===== config.mk =====
export PLATFORM = sky130hd
export DESIGN_NAME = i2c_rxff_gen
export DESIGN_NICKNAME = d
export VERILOG_FILES = /design/src/rtl/i2c_rxff_gen_pkg.sv /design/src/rtl/i2c_rxff_gen_ff_ptr.sv /design/src/rtl/i2c_rxff_gen.sv
export SDC_FILE = /design/constraint.sdc
export NUM_CORES = 1
export LEC_CHECK = 0
export CAP_MARGIN = 25
export CORE_MARGIN = 2
export CORE_UTILIZATION = 57
export DETAILED_ROUTE_END_ITERATION = 8
export PLACE_DENSITY = 0.83
export SLEW_MARGIN = 20
export SYNTH_ARGS = -nofsm -noshare
export SYNTH_HDL_FRONTEND = slang
export SYNTH_HIERARCHICAL = 1
export SYNTH_SLANG_ARGS = --single-unit

===== constraint.sdc =====
create_clock -name pclk -period 2.8 [get_ports pclk]
set_clock_uncertainty 0.05 [all_clocks]
set_input_delay 0.42 -clock pclk [delete_from_list [all_inputs] [get_ports pclk]]
set_output_delay 0.42 -clock pclk [all_outputs]
set_load 0.05 [all_outputs]

===== src/rtl/i2c_rxff_gen_pkg.sv =====
// Shared constants and types for the parametrised I2C receive FIFO.
// Optional registered head-of-FIFO output is selected with I2C_RXFF_REGOUT_EN.
package i2c_rxff_gen_pkg;

  localparam int DW_DEF   = 8;
  localparam int AW_DEF   = 4;
  localparam int OVCW_DEF = 4;

  // Per-cycle action on the overflow flag / lost-byte counter.
  typedef enum logic [1:0] {
    OV_HOLD    = 2'd0,
    OV_SET     = 2'd1,
    OV_RESTART = 2'd2,
    OV_CLEAR   = 2'd3
  } ov_op_e;

endpackage


===== src/rtl/i2c_rxff_gen_ff_ptr.sv =====
// Wrap-bit FIFO pointer: AW+1 bits, increment enable, synchronous clear with priority.
module i2c_ff_ptr
  import i2c_rxff_gen_pkg::*;
#(
  parameter int AW = AW_DEF
) (
  input  logic        pclk,
  input  logic        prst_n,
  input  logic        clr,
  input  logic        inc,
  output logic [AW:0] ptr
);

  always_ff @(posedge pclk or negedge prst_n) begin
    if (!prst_n)
      ptr <= '0;
    else if (clr)
      ptr <= '0;
    else if (inc)
      ptr <= ptr + 1'b1;
  end

endmodule


===== src/rtl/i2c_rxff_gen.sv =====
// Parametrised I2C receive FIFO with count, threshold, sticky overflow and lost-byte counter.
// Define I2C_RXFF_REGOUT_EN to register rxff_data instead of reading the memory combinationally.
module i2c_rxff_gen
  import i2c_rxff_gen_pkg::*;
#(
  parameter int DW   = DW_DEF,
  parameter int AW   = AW_DEF,
  parameter int OVCW = OVCW_DEF
) (
  input  logic            pclk,
  input  logic            prst_n,
  input  logic            apb_crx,
  input  logic            i_rxff_wr,
  input  logic [DW-1:0]   rxff_din,
  input  logic            apb_rxff_rd,
  input  logic [AW:0]     apb_rxff_thr,
  input  logic            apb_ovclr,
  output logic [DW-1:0]   rxff_data,
  output logic            rxff_rxne,
  output logic            rxff_full,
  output logic [AW:0]     rxff_cnt,
  output logic            rxff_thr_hit,
  output logic            rxff_ov,
  output logic [OVCW-1:0] rxff_lost
);

  logic [DW-1:0] mem [0:(1<<AW)-1];
  logic [AW:0]   wptr;
  logic [AW:0]   rptr;
  logic          crx_q;
  logic          crx_up;
  logic          empty;
  logic          full;
  logic          wr_ok;
  logic          rd_ok;
  ov_op_e        ov_op;

  assign empty  = (wptr == rptr);
  assign full   = (wptr[AW] != rptr[AW]) && (wptr[AW-1:0] == rptr[AW-1:0]);
  assign crx_up = apb_crx & ~crx_q;
  assign wr_ok  = i_rxff_wr & ~full;
  assign rd_ok  = apb_rxff_rd & ~empty;

  assign rxff_rxne    = ~empty;
  assign rxff_full    = full;
  assign rxff_cnt     = wptr - rptr;
  assign rxff_thr_hit = (apb_rxff_thr != '0) && (rxff_cnt >= apb_rxff_thr);

  always_ff @(posedge pclk or negedge prst_n) begin
    if (!prst_n)
      crx_q <= 1'b0;
    else
      crx_q <= apb_crx;
  end

  // A flush edge wins over any same-cycle write or read.
  i2c_ff_ptr #(.AW(AW)) u_wptr (
    .pclk   (pclk),
    .prst_n (prst_n),
    .clr    (crx_up),
    .inc    (wr_ok),
    .ptr    (wptr)
  );

  i2c_ff_ptr #(.AW(AW)) u_rptr (
    .pclk   (pclk),
    .prst_n (prst_n),
    .clr    (crx_up),
    .inc    (rd_ok),
    .ptr    (rptr)
  );

  always_ff @(posedge pclk) begin
    if (wr_ok && !crx_up)
      mem[wptr[AW-1:0]] <= rxff_din;
  end

  always_comb begin
    ov_op = OV_HOLD;
    if (crx_up)
      ov_op = OV_CLEAR;
    else if (i_rxff_wr && full)
      ov_op = apb_ovclr ? OV_RESTART : OV_SET;
    else if (apb_ovclr)
      ov_op = OV_CLEAR;
  end

  always_ff @(posedge pclk or negedge prst_n) begin
    if (!prst_n) begin
      rxff_ov   <= 1'b0;
      rxff_lost <= '0;
    end else begin
      case (ov_op)
        OV_SET: begin
          rxff_ov <= 1'b1;
          if (rxff_lost != '1)
            rxff_lost <= rxff_lost + 1'b1;
        end
        OV_RESTART: begin
          rxff_ov   <= 1'b1;
          rxff_lost <= {{(OVCW-1){1'b0}}, 1'b1};
        end
        OV_CLEAR: begin
          rxff_ov   <= 1'b0;
          rxff_lost <= '0;
        end
        default: ;
      endcase
    end
  end

`ifdef I2C_RXFF_REGOUT_EN
  logic [AW:0]   rptr_next;
  logic [DW-1:0] data_reg;

  assign rptr_next = rptr + {{AW{1'b0}}, rd_ok};

  // The slot about to become head may be written on this same edge, so bypass rxff_din.
  always_ff @(posedge pclk or negedge prst_n) begin
    if (!prst_n)
      data_reg <= '0;
    else if (crx_up)
      data_reg <= '0;
    else if (rd_ok || (wr_ok && empty))
      data_reg <= (wr_ok && (wptr == rptr_next)) ? rxff_din : mem[rptr_next[AW-1:0]];
  end

  assign rxff_data = data_reg;
`else
  assign rxff_data = mem[rptr[AW-1:0]];
`endif

endmodule


==> After elaboration in Yosys (flattened, before gate mapping) <==
Memories as Yosys holds them, arrays and structs flattened.
Cells that the tools add are included.
{ "word_totals": {"register_bits": 16, "ramBits": 128, "in_bits": 19, "output_inout_bits": 21, "elab_cells": 50, "n_memories": 1} }
{ "mem_list": {"columns": ["name", "words", "width", "read_ports", "rd_clocked_by_memory_dff", "write_ports", "line", "text"], "rows": [
  ["mem", 16, 8, 1, 0, 1, "i2c_rxff_gen.sv:27", "logic [DW-1:0] mem [0:(1<<AW)-1];"]
]} }
{ "classes": {"addsub": 4, "magnitude_cmp": 1, "eq_ne": 8, "muxes": 13, "bitwise": 6, "reduce_logical": 12} }
{ "ops": {"columns": ["op", "n"], "rows": [
  ["$mux W5", 4],
  ["$pmux W4 S3", 1],
  ["$add A5 B1 Y5 const B", 2],
  ["$mux W2", 4],
  ["$reduce_bool A2 Y1", 3],
  ["$eq A5 B5 Y1", 1],
  ["$ge A5 B5 Y1", 1],
  ["$reduce_bool A5 Y1", 1],
  ["$sub A5 B5 Y5", 1],
  ["$add A4 B1 Y4 const B", 1],
  ["$eq A2 B2 Y1 const B", 2],
  ["$eq A4 B4 Y1", 1],
  ["$logic_and A1 B1 Y1", 4],
  ["$mux W4", 1],
  ["$ne A4 B4 Y1 const B", 1],
  ["$and A1 B1 Y1", 3],
  ["$not A1 Y1", 3],
  ["$reduce_bool A3 Y1", 1],
  ["$eq A2 B1 Y1 const B", 1],
  ["$mux W1", 2],
  ["$ne A2 B2 Y1 const B", 1],
  ["$pmux W1 S2", 1],
  ["$reduce_and A2 Y1", 1],
  ["$reduce_or A2 Y1", 1],
  ["other kinds (2)", 2]
]} }

==> Depth between registers and ports, before layout <==
Gate-level depths: netlist of the first run.
{ "depth": {"word_depth": 8, "ltp_mapped": 10, "mapped_depth_nobuf": 10} }

==> Modules after synthesis <==
The synthesis of the first run kept the hierarchy.
{ "by_module_without_submodules": {"columns": ["mod", "instances", "cells_each", "area_per_inst_um2", "seq_area_each_um2"], "rows": [
  ["i2c_rxff_gen", 1, 292, 5556.6, 3993.8],
  ["i2c_ff_ptr", 2, 22, 252.7, 125.1]
]} }

==> Worst setup path before layout of the first run <==
OpenSTA, ideal clock, no wires.
{ "synth_path": {"path_kind": "register to output", "from": "reg u_rptr.ptr[1]", "to": "out rxff_thr_hit", "arrival_time_ns": 3.425, "setup_slack_ns": -1.095, "stages_incl_launch_ff": 11, "n_path_buf": 2, "cell_sequence": "dfrtp_1 buf_2 buf_6 inv_1 fa_1 a21o_1 a21oi_1 xor2_1 ha_1 o22ai_1 a21oi_1"} }
{ "synth_between": {"elab_chain_len": 3} }
{ "synth_rtl": {"columns": ["item", "line", "text"], "rows": [
  ["start: declaration", "i2c_rxff_gen_ff_ptr.sv:11", "output logic [AW:0] ptr"],
  ["start signal: assignment", "i2c_rxff_gen_ff_ptr.sv:20", "ptr <= ptr + 1'b1;"],
  ["$sub A5 B5 Y5", "i2c_rxff_gen.sv:46", "assign rxff_cnt = wptr - rptr;"],
  ["net rxff_cnt[4]", "i2c_rxff_gen.sv:21", "output logic [AW:0] rxff_cnt,"],
  ["$ge A5 B5 Y1", "i2c_rxff_gen.sv:47", "assign rxff_thr_hit = (apb_rxff_thr != '0) && (rxff_cnt >= apb_rxff_thr);"],
  ["$logic_and A1 B1 Y1", "i2c_rxff_gen.sv:47", null],
  ["end: declaration", "i2c_rxff_gen.sv:22", "output logic rxff_thr_hit,"]
]} }
The timed path passes the listed nets, and every way through them passes these cells.

==> Worst setup path after layout of the first run <==
{ "layout_path": {"from": "reg u_wptr.ptr[0]", "to": "out rxff_thr_hit"} }
{ "layout_between": {"elab_chain_len": 3} }
{ "layout_rtl": {"columns": ["item", "line"], "rows": [
  ["start: declaration", "i2c_rxff_gen_ff_ptr.sv:11"],
  ["start signal: assignment", "i2c_rxff_gen_ff_ptr.sv:20"],
  ["$sub A5 B5 Y5", "i2c_rxff_gen.sv:46"],
  ["$ge A5 B5 Y1", "i2c_rxff_gen.sv:47"],
  ["$logic_and A1 B1 Y1", "i2c_rxff_gen.sv:47"]
]} }
Every way passes these cells.

==> impl_metrics.ini, run 1 <==
[outcome]
status = finished, violations left
failed_checks = negative setup slack

[grt]
grt_overflow = 0
grt_pass1_wl_um = 23010
antenna_found_initial = 0
grt_use_total_pct = 28.48
grt_max_degree = 36
grt_pass1_vias = 3782

[setup_path]
reg2reg_slack_ns = 0.21
end_kind = output port
worstPathRequired_ns = 2.33
startpoint_type = flop
worstPathArrival_ns = 2.75
crit_fanout = 2
rr_worst_depth = 7
criticalPathCategory = flop to output port

[timing]
rsz0062_at_grt = true
final_max_slew_viol_count = 0
min_period_ns = 3.221
fmax_mhz = 310.5
tightest_slew_ns = 0.9666
max-slew-margin-rel_pct = 35.32
hold_viol = 0
finalWorstSetupSlack_ns = -0.4205
finalSetupTns_ns = -1.836
setup-violations-final = 10
worst_hold_slack_ns = 0.2820
post-route-period-util_pct = 115.0

[cells_and_area]
register_area_mm2 = 0.004249
multi_input_area_mm2 = 0.001847
area_delta_synth_final_pct = 29.12
antennaDiodeCount = 0
layoutNonFillerInstCount = 577
final_common_cell = edfxtp_1
most-common-layout-cells = edfxtp_1 (128), buf_4 (38), mux4_2 (30), nor2_1 (30), clkdlybuf4s50_1 (24)
final_nets = 460
drive_gt1_share_pct = 36.51
nFillCells = 499

[place]
gp_congestion = 0.8020
place_inst = 524
dp_hpwl_um = 7855
dp_worst_setup_slack_ns = 0.04056
io_buffers = 39

[die]
rows = 37
die_y_um = 107.1
start_util_pct = 58.72
die_w_um = 107.1
core_mm2 = 0.01032
die-area_mm2 = 0.01148
io_pins = 40

[logic_synthesis]
yosys_warnings = 6
yosysSeqAreaShare_pct = 70.01
synthDistinctLibCells = 40
avgSynthCellArea_um2 = 18.04
synthesis.area_mm2 = 0.006062
synthMuxAreaShare_pct = 13.91
synth_xor_area_share_pct = 0.8669
synthesis.nets = 368
yosysTopAreaCellShare_pct = 63.41
yosys.area.top_type = edfxtp_1
synth-adder-area-share_pct = 2.807
synth_compound_area_share_pct = 3.880
synth_top_family_by_area = multiplexers
synth.area.top_cells = edfxtp_1 (63%), mux4_2 (8.9%), dfrtp_1 (6.6%), mux4_1 (3.5%), ha_1 (2.5%)
ys_ff_latch = 144
synth-simple-area-share_pct = 6.295
netlist_instances = 336

[detailed_routing]
dr_total_vias = 3873
routed_wl_um = 16820
via_per_inst = 6.712
ant_nets = 0
drtPass1Iterations = 5
drt_iter0_drc = 700
drc = 0
wl_per_cell_um = 29.15

[clocking]
cts_root_buf = clkbuf_8
clk_path_buf_depth = 2
clock_latency_ns = 0.53
clkTransAtPathRegs_ns = 0.08
cts_tree = yes
clock-sinks = 144
cts_inserted_buffers = 17
htreeDepth = 4

[power_and_ir_drop]
power_density_mw_per_mm2 = 1107
power.leakage_uw = 0.002785
finalPower_uw = 8665
ir_drop_mv = 1.025

[run]
max-cap-violations = 0

[worst_hold_path]
hp-class = input pin to async pin
## final timing paths
check,start,endpoint
min,prst_n,u_rptr/ptr[0]$_DFFE_PN0P_
max in group asynchronous,prst_n,u_rptr/ptr[3]$_DFFE_PN0P_
min reg2reg,rxff_lost[0]$_DFFE_PN0P_,rxff_lost[0]$_DFFE_PN0P_
min in group pclk,apb_crx,crx_q$_DFF_PN0_
max reg2reg,u_rptr/ptr[2]$_DFFE_PN0P_,mem[14][6]$_DFFE_PP_
max,u_wptr/ptr[0]$_DFFE_PN0P_,rxff_thr_hit
## synth_stat cells
cell type / count
a21oi_1: 7
or3b_2: 1
nand2_1: 11
a22oi_1: 16
buf_6: 4
mux4_2: 24
o22ai_1: 1
a21bo_1: 2
and3_1: 1
a2111oi_0: 1
dfrtp_1: 16
nor2b_1: 6
nand4_1: 9
ha_1: 12
xnor2_1: 3
xor2_1: 3
o211ai_1: 2
mux2_4: 2
nor2_1: 31
or4_1: 1
nand4b_1: 2
buf_2: 3
mux2i_1: 4
fa_1: 1
and2_1: 2
edfxtp_1: 128
a211o_1: 1
clkbuf_1: 2
mux4_1: 8
inv_1: 12
nor3_1: 3
nand3b_1: 4
nand2b_1: 2
mux2_1: 2
buf_4: 3
and4_1: 1
a31oi_1: 1
a21o_1: 2
nand3_1: 1
or3_1: 1
## critical path, stage by stage, from the launching register on
cell	delay, ns
dfrtp_1	0.40
inv_2	0.09
ha_4	0.13
inv_2	0.04
fa_2	0.59
ha_1	0.26
a211o_1	0.29
o211ai_1	0.16
a21oi_4	0.10
buf_12	0.16
## layout make-up
class,count,area share [%]
Clock buffer,17,5.291
Clock inverter,15,1.998
Inverter,12,0.5754
Multi-Input combinational cell,168,23.59
Sequential cell,144,54.28
Tap cell,136,2.174
Timing Repair Buffer,85,12.08
## metal layers
layer  vias up  GRT usage (%)  share of wire, %
met5         -              0                 0
met4         0          10.95               4.8
met3        73          7.538                11
met2       365          45.80                49
met1      1899          37.55                35
li1       1536              -                 -
## sequential cells by signal, summed over array words and instances (netlist names)
signal	count
crx_q	1
mem	128
rxff_lost	4
rxff_ov	1
u_rptr/ptr	5
u_wptr/ptr	5
## what timing repair did
item / 4_1_cts / 5_1_grt
endpoints found under the setup margin: 11 / 11
pin swaps: 8 / 15
gates cloned: 2 / 3
gates resized for setup: 22 / 27
buffers inserted: 8 / 8
hold buffers: 0 / 0
## power by group
| group | internal, µW | switching, µW | total, µW |
|---|---|---|---|
| Clock | 1150 | 1040 | 2200 |
| Sequential | 2460 | 80.2 | 2540 |
| Combinational | 1830 | 2090 | 3930 |
| Total | 5450 | 3220 | 8660 |
## cells by family (layout without fill, tap and decap cells)
family | after synthesis | after routing
xor gates and xnor gates | 6 | 6
adders and majority gates | 13 | 13
buffers and inverters | 24 | 129
AOI/OAI and AO/OA | 33 | 33
and+or+nand+nor | 76 | 76
DFF | 144 | 144
muxes | 40 | 40
## metrics by stage
step	utilization [%]	area, µm²
final	75.82	7828
after global routing	75.82	7828
after CTS	73.83	7622
after detailed placement	66.30	6844
after global placement	66.30	6844
after floorplan	-	6125
Note: power is estimated with default switching activity, not from simulation.
==> run 2: changes to the inputs <==
- CAP_MARGIN: 25 -> 20
==> results of run 2 <==
Same layout as run 1: the final DEF is identical, and so are final timing and power.
